File: src/rtl/decoder_scan_ctrl.sv
// Round-robin scan sequencer for a 74HC138-style 3-to-8 decoder.
// Each enabled channel gets a blanking gap (outputs off, address settled), then a fixed dwell with outputs on.
module decoder_scan_ctrl #(
  parameter int unsigned DWELL_CYC = 50000,
  parameter int unsigned BLANK_CYC = 16,
  parameter int unsigned CNT_W     = 16
) (
  input  logic       clk,
  input  logic       rst,
  input  logic       run,
  input  logic [7:0] chan_mask,
  output logic       A0,
  output logic       A1,
  output logic       A2,
  output logic       S1,
  output logic       S2N,
  output logic       S3N,
  output logic       En,
  output logic [2:0] cur_chan,
  output logic       busy,
  output logic       frame_done
);

  localparam logic [1:0] ST_IDLE  = 2'd0;
  localparam logic [1:0] ST_BLANK = 2'd1;
  localparam logic [1:0] ST_DWELL = 2'd2;

  localparam logic [CNT_W-1:0] BLANK_LAST = CNT_W'(BLANK_CYC - 1);
  localparam logic [CNT_W-1:0] DWELL_LAST = CNT_W'(DWELL_CYC - 1);

  logic [1:0]       state_q, state_d;
  logic [CNT_W-1:0] cnt_q, cnt_d;
  logic [2:0]       addr_q, addr_d;
  logic             frame_q, frame_d;
  logic             s1_q, s2n_q, s3n_q, en_q;
  logic             on_d;

  logic [2:0] low_chan;
  logic       low_found;
  logic [2:0] up_chan;
  logic       up_found;

  // Lowest set mask bit, and the lowest set bit strictly above the current address.
  always_comb begin
    low_chan  = '0;
    low_found = 1'b0;
    up_chan   = '0;
    up_found  = 1'b0;
    for (int unsigned i = 0; i < 8; i++) begin
      if (chan_mask[i[2:0]] && !low_found) begin
        low_chan  = i[2:0];
        low_found = 1'b1;
      end
      if (chan_mask[i[2:0]] && !up_found && (i[2:0] > addr_q)) begin
        up_chan  = i[2:0];
        up_found = 1'b1;
      end
    end
  end

  always_comb begin
    state_d = state_q;
    cnt_d   = cnt_q;
    addr_d  = addr_q;
    on_d    = s1_q;
    frame_d = 1'b0;
    case (state_q)
      ST_IDLE: begin
        on_d  = 1'b0;
        cnt_d = '0;
        if (run && low_found) begin
          addr_d  = low_chan;
          state_d = ST_BLANK;
        end
      end
      ST_BLANK: begin
        on_d = 1'b0;
        if (!run) begin
          state_d = ST_IDLE;
          cnt_d   = '0;
        end else if (cnt_q == BLANK_LAST) begin
          state_d = ST_DWELL;
          cnt_d   = '0;
          on_d    = 1'b1;
        end else begin
          cnt_d = cnt_q + 1'b1;
        end
      end
      ST_DWELL: begin
        if (!run) begin
          state_d = ST_IDLE;
          cnt_d   = '0;
          on_d    = 1'b0;
        end else if (cnt_q == DWELL_LAST) begin
          cnt_d = '0;
          on_d  = 1'b0;
          if (!low_found) begin
            state_d = ST_IDLE;
          end else begin
            // No set bit above the current channel means the scan wraps.
            state_d = ST_BLANK;
            addr_d  = up_found ? up_chan : low_chan;
            frame_d = !up_found;
          end
        end else begin
          cnt_d = cnt_q + 1'b1;
        end
      end
      default: begin
        state_d = ST_IDLE;
        cnt_d   = '0;
        on_d    = 1'b0;
      end
    endcase
  end

  always_ff @(posedge clk or posedge rst) begin
    if (rst) begin
      state_q <= ST_IDLE;
      cnt_q   <= '0;
      addr_q  <= '0;
      frame_q <= 1'b0;
      s1_q    <= 1'b0;
      s2n_q   <= 1'b1;
      s3n_q   <= 1'b1;
      en_q    <= 1'b0;
    end else begin
      state_q <= state_d;
      cnt_q   <= cnt_d;
      addr_q  <= addr_d;
      frame_q <= frame_d;
      s1_q    <= on_d;
      s2n_q   <= !on_d;
      s3n_q   <= !on_d;
      en_q    <= on_d;
    end
  end

  assign A0         = addr_q[0];
  assign A1         = addr_q[1];
  assign A2         = addr_q[2];
  assign cur_chan   = addr_q;
  assign S1         = s1_q;
  assign S2N        = s2n_q;
  assign S3N        = s3n_q;
  assign En         = en_q;
  assign busy       = (state_q == ST_BLANK) || (state_q == ST_DWELL);
  assign frame_done = frame_q;

endmodule

File: config.mk
export PLATFORM = sky130hd
export DESIGN_NAME = decoder_scan_ctrl
export DESIGN_NICKNAME = d
export VERILOG_FILES = /design/src/rtl/decoder_scan_ctrl.sv
export SDC_FILE = /design/constraint.sdc
export NUM_CORES = 1
export LEC_CHECK = 0
export ABC_AREA = 1
export CORE_ASPECT_RATIO = 0.5
export CORE_MARGIN = 5
export CORE_UTILIZATION = 30
export CTS_CLUSTER_DIAMETER = 100
export DETAILED_ROUTE_END_ITERATION = 8
export GPL_TIMING_DRIVEN = 0
export HOLD_SLACK_MARGIN = 0.08
export MAX_ROUTING_LAYER = met4
export PLACE_DENSITY = 0.49
export SYNTH_ARGS = -nofsm -noshare
export SYNTH_HDL_FRONTEND = slang
export SYNTH_SLANG_ARGS = --single-unit
File: constraint.sdc
create_clock -name clk -period 4.3 [get_ports clk]
set_clock_uncertainty 0.1 [all_clocks]
set_input_delay 0.86 -clock clk [delete_from_list [all_inputs] [get_ports clk]]
set_output_delay 0.86 -clock clk [all_outputs]
set_load 0.05 [all_outputs]
-- After elaboration in Yosys (flattened, before gate mapping)
Index checks and enable logic that the tools add are counted.
- flip-flop bits (word level): 24
- latch bits: 0
- RAM bits: 0
- bits in read-only memories: 0
- input bits: 11
- output and inout bits: 12
- word-level logic and storage cells: 126
- memories: 0
- add/sub/neg operators: 1
- multipliers: 0
- div/mod/pow operators: 0
- $lt $le $gt $ge: 8
- eq/ne operators: 10
- shift operators: 0
- muxes and demuxes: 57
- bitwise gates (word level): 0
- reductions and logical operators: 44
- operators by type and width (operator ; count):
    $mux 16 ; 4
    $mux 3 ; 17
    $pmux 16 s2 ; 1
    $mux 1 ; 27
    $logic_and 1x1->1 ; 23
    $add 16x1->16 const B ; 1
    $eq 16x16->1 const B ; 1
    $eq 16x4->1 const B ; 1
    $logic_not 1->1 ; 16
    $gt 3x3->1 const A ; 4
    $mux 2 ; 5
    $ne 2x2->1 const B ; 4
    $gt 1x3->1 const A ; 2
    $gt 2x3->1 const A ; 2
    $ne 3x3->1 const B ; 2
    $pmux 2 s3 ; 1
    $pmux 3 s2 ; 1
    $reduce_and 5->1 ; 1
    $reduce_and 3->1 ; 1
    $eq 2x1->1 const B ; 1
    $eq 2x2->1 const B ; 1
    $logic_not 2->1 ; 1
    $pmux 1 s2 ; 1
    $reduce_bool 2->1 ; 1
    $logic_or 1x1->1 ; 1

-- Depth between registers and ports, before layout
- depth in word-level cells: 36
- mapped depth: 12
- depth with buffers taken out: 12

-- Worst setup path after synthesis
OpenSTA, ideal clock, no wires.
- path kind: register to output
- start: reg state_q[0]
- end: out busy
- arrival time: 1042 ps
- setup slack: 2298 ps
- cell stages (with the launch flop): 3
- path buffers: 0
- cell sequence: dfrtp_1 inv_1 ha_1
- word-level cells in the longest chain between the ends: 2
- elaborated cells on any way between the ends: 3
- those cells by class: eq/ne: 2; reduce/logical: 1
- ends and longest elaborated chain (element ; RTL line ; RTL):
    start, declared ; 31 ; logic [1:0] state_q, state_d;
    start signal, assigned ; 128 ; state_q <= state_d;
    $eq 2x1->1 or $eq 2x2->1 (tied branches) ; 147 ; assign busy = (state_q == ST_BLANK) || (state_q == ST_DWELL);
    $logic_or 1x1->1 (*) ; 147 ;
    end, declared ; 20 ; output logic busy,
Every way passes the cells marked *; elsewhere a longest branch is shown, timed or not.

-- Worst setup path in the final report
Same ends and word-level chain as after synthesis.

==> results.md <==
- CTS clk-pin slew, worst paths: 0.09 ns
- CTS Buf Count: 3
- RSZ-0062 raised after global routing: false
- Largest net degree at the start of global routing: 25
- CP Launch Type: flop
- CP max FO: 4
- CTS tree: done
- Leak: approximately 0.91 nW
- Worst rel slew slack: 0.405
- GRT overflow: 0
- Most common cell after layout, fill and taps aside: nand2_1
- # Post-CTS Setup Buffers: 0
- Die Area: 7230 sq um
- Synth area leaders: dfrtp_1, nand2_1, inv_1, nor2_1, nand3_1
- Reg-to-Reg End: cnt_q[15]$_DFF_PP0_
- Cts hold-fix bufs: 0
- Remaining DRCs: 0
- Main synth FF type: dfrtp_1
- Critical path cell sequence: inv_1, ha_1, clkdlybuf4s50_1
- CP Class: flop to output port
- Die H: around 63 um
- Std-Cell Rows: 19
- Slew Viols, Final: 0
- Yosys reg bits: 24
- Net Count, Synth: 241
- CTS root buffer: clkbuf_8
- CP max stage cell: clkdlybuf4s50_1
- Worst-Margin Slew: 0.891 ns
- First-pass iteration count of the detailed router: 4
- GPL Wtd Cong: 0.798
- Initial Util: 0.307
- Hold WC Path Type: flop to flop
- Detailed Route Iter0 Violations: 33
- Initial antenna violation count: 0
- Max-Cap Viols: 0
- Most frequent cells in the layout: nand2_1, inv_1, nor2_1, dfrtp_1, clkdlybuf4s50_1
- Endpoint, Worst Hold: cnt_q[0]$_DFF_PP0_
- Mean Syn Cell Area: 7.40 sq um
- Synthesized cell area: 1660 sq um
- Setup-failing EPs final: 0
- Vias in the first global route: 1447
- Die X-Extent: 115 um
- Clk buf depth: 2
- First-pass GRT wire length: about 6400 um
- CTS sink cnt: 24
- Final cycle utilization of the critical path: 0.681
- VDD IR max: ~190 uV
- CORE AREA: 5420 sq um
- Post-synth EDFFs: 0
- Pwr/cell area: roughly 460 nW/um^2
- Diodes inserted: 0
- Hold Vio Cnt, Final: 0
- R2R Path Start: cnt_q[0]$_DFF_PP0_
- CP max stage delay: between 0.8 and 0.9 ns
- Synth cell types: 33
- Status: completed
- Synth warn: 0
- Final Non-Filler Cells: 324
- Post-Route Utilization: 0.375
- Crit path DAT: between 1.5 and 2 ns
- Share of layout cells above drive strength 1: 0.155
- HP Start: cnt_q[0]$_DFF_PP0_
- DP Cell Count: 320
- I/O Buffers: 22
- Vias: 1416
- Setup TNS: 0 ns
- Final WL: 3500 um
- Layout Area Growth over Synthesis: 22.0%
- Post_cts resized: 0
- WL/cell: 10.8 um
- Synth async-reset ratio: 1.00
- Hpwl dp: 2860 um
- Antenna viol nets, final: 0
- Depth of the most critical reg-to-reg path: 11
- Synthesized instance count: approximately 230
- Post-synth top area share: 0.346
- Clock latency on the worst-skew pair: 0.27 ns
- Fin nets: 268
- CP endpoint kind: output port
- Top-Level Pins: 23
- Seq/Total Area, Yosys: 0.362
- Final critical-path required period: 2.93 ns
- Critical Path RT: approximately 3.3 ns
- WHS Path Cells: 1
- Fmax achieved: roughly 340 MHz
- CTS H-tree depth: 1
- Largest area contributor in the netlist: dfrtp_1
- Vias per Instance: 4.37
- Flop2flop setup slack: 2.52 ns
- GRT Util Overall: 0.110
how the worst max path moves through the flow:
stage	start	endpoint	slack [ns]	depth (start not counted)
finish	state_q[0]$_DFFE_PP0P_	busy	1.37	3
global route	state_q[0]$_DFFE_PP0P_	busy	1.26	3
global placement	state_q[0]$_DFFE_PP0P_	busy	1.67	3
floorplan	state_q[0]$_DFFE_PP0P_	busy	2.30	2
CTS	state_q[0]$_DFFE_PP0P_	busy	1.36	3
detailed placement	state_q[0]$_DFFE_PP0P_	busy	1.67	3
per-layer routing:
metal,GRT usage,wire length (um),share of wire,up-vias
met5,-,0,0,-
met4,0.0264,34,0.0097,0
met3,0.0203,47,0.013,2
met2,0.175,1610,0.46,9
met1,0.145,1800,0.52,643
li1,-,-,-,762
critical path, delay by kind of cell, from the launching register on:
kind | cells | cell delay [ns]
flops | 1 | 0.41
fa+ha+maj | 1 | 0.38
buf+inv | 2 | 0.91
layout make-up:
class	count	area, sq um
plain buffers	7	53.8
clock buffers	4	55.1
fillers	581	3390
inverters	33	124
multi-input cells	161	885
flip-flops and latches	24	602
well taps	73	91.3
repair buffers	22	220
flip-flops by register name, indices dropped and copies added (netlist names):
register    flops
cur_chan        3
cnt_q          16
S3N             1
state_q         2
En              1
frame_done      1
logic make-up after synthesis:
| kind of cell | Yosys count | share of synthesized area |
|---|---|---|
| AND/OR/NAND/NOR | 136 | 0.414 |
| adder cells (fa/ha/maj) | 5 | 0.0376 |
| AO/OA/AOI/OAI | 15 | 0.0534 |
| buffers and inverters | 40 | 0.107 |
| XOR/XNOR | 5 | 0.0263 |
| flip-flops | 24 | 0.362 |
synthesized netlist by cell type, types with 2 or more instances:
cell,n
nand2_1,53
inv_1,29
nor2_1,28
dfrtp_1,23
nand3_1,20
nor3_1,6
buf_4,5
ha_1,5
nand2_2,5
nor2_2,5
inv_2,4
nand4_1,4
nor2_4,4
o21ai_0,4
xor2_1,4
a21oi_1,3
a31oi_1,2
nand2_4,2
nand3_2,2
nor3b_1,2
o21ai_1,2
o21ai_2,2
power by group:
part	switching, mW	internal, mW
logic	0.317	0.175
clock network	0.0720	0.0818
registers	0.0396	0.251
stage by stage:
step,area (sq um),hold WS (ns),power [mW],setup slack [ns]
3_5_place_dp,1980,0.363,0.795,1.67
3_3_place_gp,1980,0.354,0.790,1.67
2_1_floorplan,1660,0.330,0.660,2.30
4_1_cts,2030,0.377,0.951,1.36
6_report,2030,0.380,0.935,1.37
5_1_grt,2030,0.410,1.01,1.26
Note: power is estimated with default switching activity, not from simulation.
